===== config.mk =====
export PLATFORM = sky130hd
export DESIGN_NAME = cursor_position_ctrl_flat
export DESIGN_NICKNAME = d
export VERILOG_FILES = /design/src/rtl/cursor_position_ctrl_pkg.sv /design/src/rtl/cursor_position_ctrl_if.sv /design/src/rtl/cursor_position_ctrl_btn_edge_detect.sv /design/src/rtl/cursor_position_ctrl.sv /design/src/flat_wrapper.sv
export SDC_FILE = /design/constraint.sdc
export NUM_CORES = 1
export LEC_CHECK = 0
export ABC_AREA = 1
export BUFFER_PORTS_ARGS = -buffer_cell sky130_fd_sc_hd__buf_4
export CAP_MARGIN = 20
export CORE_ASPECT_RATIO = 1.1
export CORE_UTILIZATION = 45
export CTS_CLUSTER_DIAMETER = 30
export DETAILED_ROUTE_END_ITERATION = 8
export GPL_TIMING_DRIVEN = 0
export PLACE_DENSITY = 0.73
export SYNTH_ARGS = -nofsm -noshare
export SYNTH_HDL_FRONTEND = slang
export SYNTH_SLANG_ARGS = --single-unit

===== constraint.sdc =====
create_clock -name clk -period 2 [get_ports clk]
set_clock_uncertainty 0.2 [all_clocks]
set_input_delay 0.5 -clock clk [delete_from_list [all_inputs] [get_ports clk]]
set_output_delay 0.5 -clock clk [all_outputs]
set_load 0.05 [all_outputs]

===== src/rtl/cursor_position_ctrl_pkg.sv =====
// Shared types and constants for the 4x4 cursor controller feeding the 4-to-16 position decoder.
// Also holds the wrap-around move helper used by the top level.
package cursor_position_ctrl_pkg;

  localparam int GRID_DIM  = 4;
  localparam int POS_W     = 4;
  localparam int NUM_CELLS = 16;

  // Bit positions inside the packed button vector {sel, up, down, left, right}.
  localparam int BTN_W     = 5;
  localparam int BTN_SEL   = 4;
  localparam int BTN_UP    = 3;
  localparam int BTN_DOWN  = 2;
  localparam int BTN_LEFT  = 1;
  localparam int BTN_RIGHT = 0;

  typedef enum logic [1:0] {
    IDLE   = 2'd0,
    COMMIT = 2'd1,
    REJECT = 2'd2,
    LOCK   = 2'd3
  } state_t;

  // Row and column are 2-bit fields, so plain +/-1 wraps modulo 4 without touching the other field.
  function automatic logic [POS_W-1:0] step_pos(input logic [POS_W-1:0] pos,
                                                input logic [BTN_W-1:0] rise);
    logic [1:0] row;
    logic [1:0] col;
    row = pos[3:2];
    col = pos[1:0];
    if (rise[BTN_UP])         row = row - 2'd1;
    else if (rise[BTN_DOWN])  row = row + 2'd1;
    else if (rise[BTN_LEFT])  col = col - 2'd1;
    else if (rise[BTN_RIGHT]) col = col + 2'd1;
    return {row, col};
  endfunction

endpackage


===== src/rtl/cursor_position_ctrl_if.sv =====
// Button/occupancy inputs and cursor/strobe outputs of the cursor controller.
// Handshake: none; pos_en and reject are single-cycle strobes, valid only while busy is high.
interface cursor_position_ctrl_if;
  import cursor_position_ctrl_pkg::*;

  logic                 btn_up;
  logic                 btn_down;
  logic                 btn_left;
  logic                 btn_right;
  logic                 btn_sel;
  logic [NUM_CELLS-1:0] occupied;
  logic [POS_W-1:0]     pos;
  logic                 pos_en;
  logic                 reject;
  logic                 busy;
  state_t               state;

  modport master (
    output btn_up, btn_down, btn_left, btn_right, btn_sel, occupied,
    input  pos, pos_en, reject, busy, state
  );

  modport slave (
    input  btn_up, btn_down, btn_left, btn_right, btn_sel, occupied,
    output pos, pos_en, reject, busy, state
  );

endinterface


===== src/rtl/cursor_position_ctrl_btn_edge_detect.sv =====
// Per-bit rising-edge detector; history resets to 1 so a level held through reset is not an edge.
module cursor_position_ctrl_btn_edge_detect #(
  parameter int W = 5
) (
  input  logic         clk,
  input  logic         rst,
  input  logic [W-1:0] level,
  output logic [W-1:0] rise
);

  logic [W-1:0] hist_q;
  logic [W-1:0] hist_d;

  always_comb begin
    hist_d = level;
    rise   = level & ~hist_q;
  end

  always_ff @(posedge clk) begin
    if (rst) hist_q <= '1;
    else     hist_q <= hist_d;
  end

endmodule


===== src/rtl/cursor_position_ctrl.sv =====
// Cursor position controller: moves a 4x4 cursor from button edges and issues commit/reject
// strobes followed by a lockout window during which all button edges are dropped.
module cursor_position_ctrl
  import cursor_position_ctrl_pkg::*;
#(
  parameter int INIT_POS       = 0,
  parameter int LOCKOUT_CYCLES = 4
) (
  input  logic                   clk,
  input  logic                   rst,
  cursor_position_ctrl_if.slave  bus
);

  localparam int CNT_W = $clog2(LOCKOUT_CYCLES) + 1;

  logic [BTN_W-1:0] btn_level;
  logic [BTN_W-1:0] btn_rise;

  state_t           state_q, state_d;
  logic [POS_W-1:0] pos_q, pos_d;
  logic [CNT_W-1:0] cnt_q, cnt_d;

  assign btn_level = {bus.btn_sel, bus.btn_up, bus.btn_down, bus.btn_left, bus.btn_right};

  cursor_position_ctrl_btn_edge_detect #(.W(BTN_W)) u_edge (
    .clk   (clk),
    .rst   (rst),
    .level (btn_level),
    .rise  (btn_rise)
  );

  always_comb begin
    state_d = state_q;
    pos_d   = pos_q;
    cnt_d   = cnt_q;
    case (state_q)
      IDLE: begin
        // occupied is sampled in the same cycle as the sel edge; sel wins over any move.
        if (btn_rise[BTN_SEL]) state_d = bus.occupied[pos_q] ? REJECT : COMMIT;
        else                   pos_d   = step_pos(pos_q, btn_rise);
      end
      COMMIT, REJECT: begin
        state_d = LOCK;
        cnt_d   = CNT_W'(LOCKOUT_CYCLES - 1);
      end
      LOCK: begin
        if (cnt_q == '0) state_d = IDLE;
        else             cnt_d   = cnt_q - CNT_W'(1);
      end
      default: state_d = IDLE;
    endcase
  end

  always_ff @(posedge clk) begin
    if (rst) begin
      state_q <= IDLE;
      pos_q   <= POS_W'(INIT_POS);
      cnt_q   <= '0;
    end else begin
      state_q <= state_d;
      pos_q   <= pos_d;
      cnt_q   <= cnt_d;
    end
  end

  // Strobes decode straight from the registered state, so they are glitch-free for the decoder.
  assign bus.pos    = pos_q;
  assign bus.pos_en = (state_q == COMMIT);
  assign bus.reject = (state_q == REJECT);
  assign bus.busy   = (state_q != IDLE);
  assign bus.state  = state_q;

endmodule

===== src/flat_wrapper.sv =====
// flat-port wrapper written by rule: the top's interface ports become plain ports
module cursor_position_ctrl_flat import cursor_position_ctrl_pkg::*;
#(
  parameter int INIT_POS       = 0,
  parameter int LOCKOUT_CYCLES = 4
)
  (clk, rst, bus_btn_up, bus_btn_down, bus_btn_left, bus_btn_right, bus_btn_sel, bus_occupied, bus_pos, bus_pos_en, bus_reject, bus_busy, bus_state);
  cursor_position_ctrl_if bus_i ();
  input  logic clk;
  input  logic rst;
  input wire logic [$bits(bus_i.btn_up)-1:0] bus_btn_up;
  input wire logic [$bits(bus_i.btn_down)-1:0] bus_btn_down;
  input wire logic [$bits(bus_i.btn_left)-1:0] bus_btn_left;
  input wire logic [$bits(bus_i.btn_right)-1:0] bus_btn_right;
  input wire logic [$bits(bus_i.btn_sel)-1:0] bus_btn_sel;
  input wire logic [$bits(bus_i.occupied)-1:0] bus_occupied;
  output wire logic [$bits(bus_i.pos)-1:0] bus_pos;
  output wire logic [$bits(bus_i.pos_en)-1:0] bus_pos_en;
  output wire logic [$bits(bus_i.reject)-1:0] bus_reject;
  output wire logic [$bits(bus_i.busy)-1:0] bus_busy;
  output wire logic [$bits(bus_i.state)-1:0] bus_state;
  assign bus_i.btn_up = bus_btn_up;
  assign bus_i.btn_down = bus_btn_down;
  assign bus_i.btn_left = bus_btn_left;
  assign bus_i.btn_right = bus_btn_right;
  assign bus_i.btn_sel = bus_btn_sel;
  assign bus_i.occupied = bus_occupied;
  assign bus_pos = bus_i.pos;
  assign bus_pos_en = bus_i.pos_en;
  assign bus_reject = bus_i.reject;
  assign bus_busy = bus_i.busy;
  assign bus_state = bus_i.state;
  cursor_position_ctrl #(.INIT_POS(INIT_POS), .LOCKOUT_CYCLES(LOCKOUT_CYCLES)) u_core (.clk(clk), .rst(rst), .bus(bus_i));
endmodule

==> reports/summary.txt, run 1 <==
Outcome - finished, final reports clean
Worst-path clk slew - 0.09 ns
Leakage - 0.6375 nW
Final TNS setup - 0 ns
Non-Filler Instances - 193
Avg Inst Size Synth - 6.839 µm²
Arr. time, crit path - 1.15 ns
Final Hold Slack - 0.1932 ns
VDD IR max - 954.6 µV
I/O Pins - 32
Die X - 44.54 µm
Worst-skew pair later-pin latency - 0.28 ns
Reg2reg setup slack - 0.30 ns
Total Wirelength - 1752 µm
Mapped Area - 895.9 µm²
Die Y - 48.80 µm
Commonest cells after routing, fill and taps aside - nand2_1 (30), buf_4 (30), inv_1 (28), dfxtp_1 (12), nand3_1 (8)
N_diodes - 0
# setup viols final - 0
Worst Setup End Kind - primary output
Req. time, crit path - 1.30 ns
Synthesized Nets - 160
CP max FO - 5
R2R Path End - u_core.bus.state[1]
Initial antenna violation count - 0
Nets - 196
Hold buffer count at cts - 0
Via count - 868
Grt total ovfl - 0
Gate power share - 0.554
CP Launch Type - flip-flop
Vias in the first global route - 854
Worst Hold Class - input port to flip-flop
Clock power frac - 0.160
Number of port buffers - 31
Relative slew margins - 0.8387
Post-DR wirelength/cell - 9.078 µm
Least-Margin Pin Slew - 0.2410 ns
Hold Violations, Final - 0
Layout cells sized above 1 - 0.3434
# Post-CTS Setup Buffers - 0
RSZ-0062 raised after global routing - false
Top cells by area, synth - dfxtp_1 (31%), nand2_1 (13%), inv_1 (12%)
Row cnt - 16
Clock Tree Root - clkbuf_4
Final ANT Viol Nets - 0
Worst Hold End - u_core.u_edge.hist_q[4]
Max-slew violation count - 0
DRT iter0 DRCs - 4
TritonCTS buffer count - 3
Post-synthesis cell count - 131
GP Congestion - 0.7676
Resized cells post-CTS - 0
Max Buffers Root-to-Sink - 2
Die ar. - 2173 µm²
Fillcell total - 169
Worst Hold Depth - 3
FF-to-FF Start - u_core.cnt_q[1]
CTS HTree Levels - 1
CTS tree - yes
Switching power total - 0.5820 mW
Register bit total from synthesis - 14
Crit Path Class - flip-flop to primary output
DP Area - 1165 µm²
Warnings from Yosys - 0
Final WS setup - 0.1456 ns
Post-layout instance area - 1207 µm²
Sequential Power Share - 0.287
Synth top area share - 0.3128
PD cells - 1056 nW/µm²
Final period util - 0.9272
FF-to-FF path depth - 8
Internal power - 0.6930 mW
# clock sinks - 14
DP Cell Count - 189
Drt via density - 4.497
Sequential area share after synthesis - 0.3128
Max cap viols - 0
Synth unique cells - 22
Remaining DRCs - 0
Synth-to-Final Area Change - 34.78%
Starting Density - 0.4918
Drt first pass iters - 4
Total track usage - 0.1931
Crit path time final - 1.854 ns
Max Clk Rate - 539.2 MHz
Switch share - 0.4565
Largest net degree at the start of global routing - 11
Pre-CTS setup slack - 0.3277 ns
Hold path start - bus_btn_sel
First-pass GRT wire length - 3215 µm
Post-synth top area cell - dfxtp_1
Post-DP HPWL - 1431 µm
Core area - 1822 µm²
## routing by layer
layer | GRT usage | share of wire | up-vias
met2 | 0.3505 | 0.50 | 27
li1 | - | - | 470
met5 | 0 | 0 | -
met4 | 0.09091 | 0.024 | 0
met1 | 0.2212 | 0.43 | 366
met3 | 0.01111 | 0.046 | 5
## metrics by stage
| step | total power [mW] | util |
|---|---|---|
| 5_1_grt | 1.388 | 0.6628 |
| 3_5_place_dp | 1.070 | 0.6394 |
| 4_1_cts | 1.277 | 0.6593 |
| 6_report | 1.275 | 0.6628 |
| 2_1_floorplan | 0.8931 | - |
| 3_3_place_gp | 1.051 | 0.6394 |
## synthesized netlist by cell type (all sizes together)
cell	n
a211oi	1
a21oi	7
buf	1
dfxtp	14
ha	6
inv	32
nand2	34
nand3	11
nor2	10
o21ai	8
o221ai	1
o31ai	1
or2	2
xor2	3
## cell type report
cell class              instances  area [µm²]  area share
plain buffers                   1       11.26    0.009326
flip-flops and latches         14       282.8      0.2342
well taps                      27       33.78     0.02798
clock buffers                   4       36.28     0.03005
multi-input cells              84       479.2      0.3969
repair buffers                 31       236.5      0.1959
inverters                      32       127.6      0.1057
## how the worst max path moves through the flow
stage | cells after the start | slack, ns | end | from
after floorplan | 8 | 0.09 | u_core.bus.state[1] | u_core.bus.state[0]
after global placement | 8 | 0.36 | u_core.bus.state[1] | u_core.cnt_q[0]
after detailed placement | 7 | 0.33 | u_core.bus.state[0] | u_core.cnt_q[0]
after CTS | 4 | 0.06 | bus_busy | u_core.bus.state[0]
after global routing | 4 | 0.04 | bus_busy | u_core.bus.state[0]
final | 4 | 0.15 | bus_busy | u_core.bus.state[0]
## sequential cells by signal (all words and copies together) (netlist names)
name                  flops
u_core.bus.state          2
u_core.u_edge.hist_q      5
u_core.bus.pos            4
u_core.cnt_q              3
## cell families after synthesis
kind of cell | synth area share
xor+xnor | 0.02933
flops | 0.3129
fa+ha+maj | 0.08380
simple gates | 0.3045
compound gates | 0.1145
buf+inv | 0.1550
## power groups by stage
stage	Sequential [mW]	Clock, mW	Combinational [mW]
global placement	0.370	0	0.681
global route	0.374	0.230	0.784
detailed placement	0.371	0	0.698
finish	0.366	0.204	0.706
floorplan	0.449	0	0.444
CTS	0.365	0.211	0.701
## worst max-delay path: stages, from the launching register on
cell and delay, ns:
dfxtp_2 0.37, inv_1 0.07, ha_2 0.21, inv_2 0.08
buf_6 0.15
(Power assumes the default switching activity.)
==> inputs of run 2 (changes only) <==
Settings changed: ABC_AREA 1 to default, PLACE_DENSITY 0.73 to 0.74.
==> reports/summary.txt, run 2 <==
Synth unique cells - 31 (was 22)
Max Buffers Root-to-Sink - 2 (unchanged)
I/O Pins - 32 (unchanged)
Post-synthesis cell count - 84 (was 131)
First-pass GRT wire length - 2663 µm (was 3215 µm)
Total Power - 1.249 mW (was 1.275 mW)
Routed wl met3 - 126 µm (was 80 µm)
Final Hold Slack - 0.2092 ns (was 0.1932 ns)
Post-synth EDFFs - 0 (unchanged)
Top cells by area, synth - dfxtp_1 (34%), ha_1 (9.0%), mux4_2 (5.4%) (was dfxtp_1 (31%), nand2_1 (13%), inv_1 (12%))
TritonCTS buffer count - 3 (unchanged)
# clock sinks - 14 (unchanged)
Worst Hold Class - input port to flip-flop (unchanged)
Number of port buffers - 31 (unchanged)
Worst Hold End - u_core.u_edge.hist_q[2] (was u_core.u_edge.hist_q[4])
Register bit total from synthesis - 14 (unchanged)
CTS tree - yes (unchanged)
Crit path time final - 1.880 ns (was 1.854 ns)
Vias in the first global route - 689 (was 854)
# Post-CTS Setup Buffers - 0 (unchanged)
Relative slew margins - 0.8063 (was 0.8387)
Sequential area share after synthesis - 0.3358 (was 0.3128)
Outcome - finished, final reports clean (unchanged)
Synth-to-Final Area Change - 35.53% (was 34.78%)
Slowest cell on crit path - dfxtp_2 (unchanged)
Grt total ovfl - 0 (unchanged)
Drt via density - 5.360 (was 4.497)
Worst-path clk slew - 0.08 ns (was 0.09 ns)
Most common cell after layout, fill and taps aside - buf_4
RSZ-0062 raised after global routing - false (unchanged)
Least-Margin Pin Slew - 0.2905 ns (was 0.2410 ns)
Crit-path most repeated cell - inv_1
Post-synth top area cell - dfxtp_1 (unchanged)
Resized cells post-CTS - 0 (unchanged)
Synth top area share - 0.3358 (was 0.3128)
Crit Path Class - flip-flop to primary output (unchanged)
Total Wirelength - 1623 µm (was 1752 µm)
N_diodes - 0 (unchanged)
Switching power total - 0.5303 mW (was 0.5820 mW)
Internal power - 0.7185 mW (was 0.6930 mW)
CTS HTree Levels - 1 (unchanged)
Synthesized Nets - 113 (was 160)
M1 WL - 676 µm (was 757 µm)
CP max FO - 6 (was 5)
Top-count cell post-synth - dfxtp_1 (was nand2_1)
Max-slew violation count - 0 (unchanged)
Hold buffer count at cts - 0 (unchanged)
Max cap viols - 0 (unchanged)
Gate power share - 0.543 (was 0.554)
Clock power frac - 0.161 (was 0.160)
Avg Inst Size Synth - 9.935 µm² (was 6.839 µm²)
Clock Tree Root - clkbuf_4 (unchanged)
Crit path cell chain - inv_1 > ha_2 > inv_1 > buf_4 (was inv_1 > ha_2 > inv_2 > buf_6)
DRT iter0 DRCs - 5 (was 4)
FF-to-FF Start - u_core.bus.pos[0] (was u_core.cnt_q[1])
Via count - 729 (was 868)
Hold path start - bus_btn_down (was bus_btn_sel)
Switch share - 0.4247 (was 0.4565)
Largest Register - u_core.u_edge.hist_q (unchanged)
Nets - 149 (was 196)
PD cells - 1104 nW/µm² (was 1056 nW/µm²)
Max Clk Rate - 531.9 MHz (was 539.2 MHz)
Worst-skew pair later-pin latency - 0.28 ns (about the same)
Top layer in use - met4 (unchanged)
Final TNS setup - 0 ns (unchanged)
Met2 WL - 789 µm (was 872 µm)
# setup viols final - 0 (unchanged)
Mapped Area - 834.6 µm² (was 895.9 µm²)
Number of flip-flops in the largest register - 5 (unchanged)
Die Y - 47.17 µm (was 48.80 µm)
Worst Setup End Kind - primary output (unchanged)
Arr. time, crit path - 1.18 ns (was 1.15 ns)
Worst Setup SP - u_core.bus.state[1] (was u_core.bus.state[0])
Final ANT Viol Nets - 0 (unchanged)
Commonest cells after routing, fill and taps aside - buf_4 (31), dfxtp_1 (11), inv_1 (9), a21oi_1 (7) (was nand2_1 (30), buf_4 (30), inv_1 (28), dfxtp_1 (12), nand3_1 (8))
Critical Path Max Stage Delay - 0.38 ns (was 0.37 ns)
Starting Density - 0.5053 (was 0.4918)
Warnings from Yosys - 0 (unchanged)
Worst Hold Depth - 2 (was 3)
R2R Path End - u_core.bus.state[1] (unchanged)
Sequential Power Share - 0.296 (was 0.287)
Initial antenna violation count - 0 (unchanged)
Drt first pass iters - 3 (was 4)
Synth top cells by count - dfxtp_1 (14), inv_1 (9), a21oi_1 (7), ha_1 (6) (was nand2_1 (30), inv_1 (28), dfxtp_1 (14), nand3_1 (8))
VDD IR max - 881.7 µV (was 954.6 µV)
Leakage - 0.4883 nW (was 0.6375 nW)
FF-to-FF path depth - 5 (was 8)
CP Launch Type - flip-flop (unchanged)
Post-DR wirelength/cell - 11.93 µm (was 9.078 µm)
Total track usage - 0.1759 (was 0.1931)
Die ar. - 2031 µm² (was 2173 µm²)
Req. time, crit path - 1.30 ns (about the same)
Post-synthesis async set-or-reset flop share - 0 (unchanged)
Main synth FF type - dfxtp_1 (unchanged)
Core area - 1652 µm² (was 1822 µm²)
Row cnt - 15 (was 16)
Multi-input gate area - 489.2 µm² (was 479.2 µm²)
Largest net degree at the start of global routing - 11 (unchanged)
Remaining DRCs - 0 (unchanged)
GP Congestion - 0.7658 (was 0.7676)
Hold Violations, Final - 0 (unchanged)
Storage cell area - 284.0 µm² (was 282.8 µm²)
Reg2reg setup slack - 0.20 ns (was 0.30 ns)
Post-DP HPWL - 1340 µm (was 1431 µm)
Final period util - 0.9400 (was 0.9272)
Fillcell total - 150 (was 169)
Layout cells sized above 1 - 0.4370 (was 0.3434)
Die X - 43.06 µm (was 44.54 µm)
run 2: area by class of cell:
class,count,area share
Buffer,3,0.02987
Tap cell,17,0.01881
Timing Repair Buffer,31,0.2058
Multi-Input combinational cell,58,0.4325
Clock buffer,4,0.03208
Inverter,9,0.02987
Sequential cell,14,0.2511
run 2: power by group through the flow:
stage	logic (mW)	registers [mW]	clock network (mW)
4_1_cts	0.681	0.370	0.207
3_3_place_gp	0.661	0.373	0
3_5_place_dp	0.679	0.376	0
5_1_grt	0.737	0.379	0.221
2_1_floorplan	0.421	0.457	0
6_report	0.678	0.370	0.201
run 2: kinds of logic (layout without fill, tap and decap cells):
| kind of cell | after synthesis | in the layout | synth area share |
|---|---|---|---|
| adders and majority gates | 6 | 6 | 0.08995 |
| buffers and inverters | 12 | 47 | 0.08095 |
| muxes | 6 | 6 | 0.1214 |
| AOI/OAI and AO/OA | 18 | 18 | 0.1514 |
| and+or+nand+nor | 25 | 25 | 0.1889 |
| xor gates and xnor gates | 3 | 3 | 0.03149 |
| DFF | 14 | 14 | 0.3358 |
run 2: critical path, delay by kind of cell (launching register included):
| family | cells | cell delay, ns |
|---|---|---|
| buf+inv | 3 | 0.31 |
| flops | 1 | 0.38 |
| fa+ha+maj | 1 | 0.21 |
run 2: per-layer routing:
metal,GRT usage,vias up
met5,0,-
met1,0.1917,329
met4,0.1212,0
met2,0.3242,31
met3,0.02308,4
li1,-,365
run 2: stage by stage:
stage | util | setup slack, ns | instances | area [µm²]
floorplan | - | 0.07329 | 84 | 838.3
global placement | 0.6614 | 0.07535 | 132 | 1092
detailed placement | 0.6614 | 0.05849 | 132 | 1092
CTS | 0.6833 | 0.03620 | 136 | 1129
global route | 0.6848 | 0.02182 | 136 | 1131
finish | 0.6848 | 0.1200 | 136 | 1131
run 2: worst max path at each step:
stage	to	slack [ns]	depth (start not counted)
floorplan	u_core.bus.state[1]	0.07	5
global placement	u_core.bus.pos[1]	0.08	5
detailed placement	u_core.bus.pos[1]	0.06	5
CTS	bus_busy	0.04	4
global route	bus_busy	0.02	4
finish	bus_busy	0.12	4
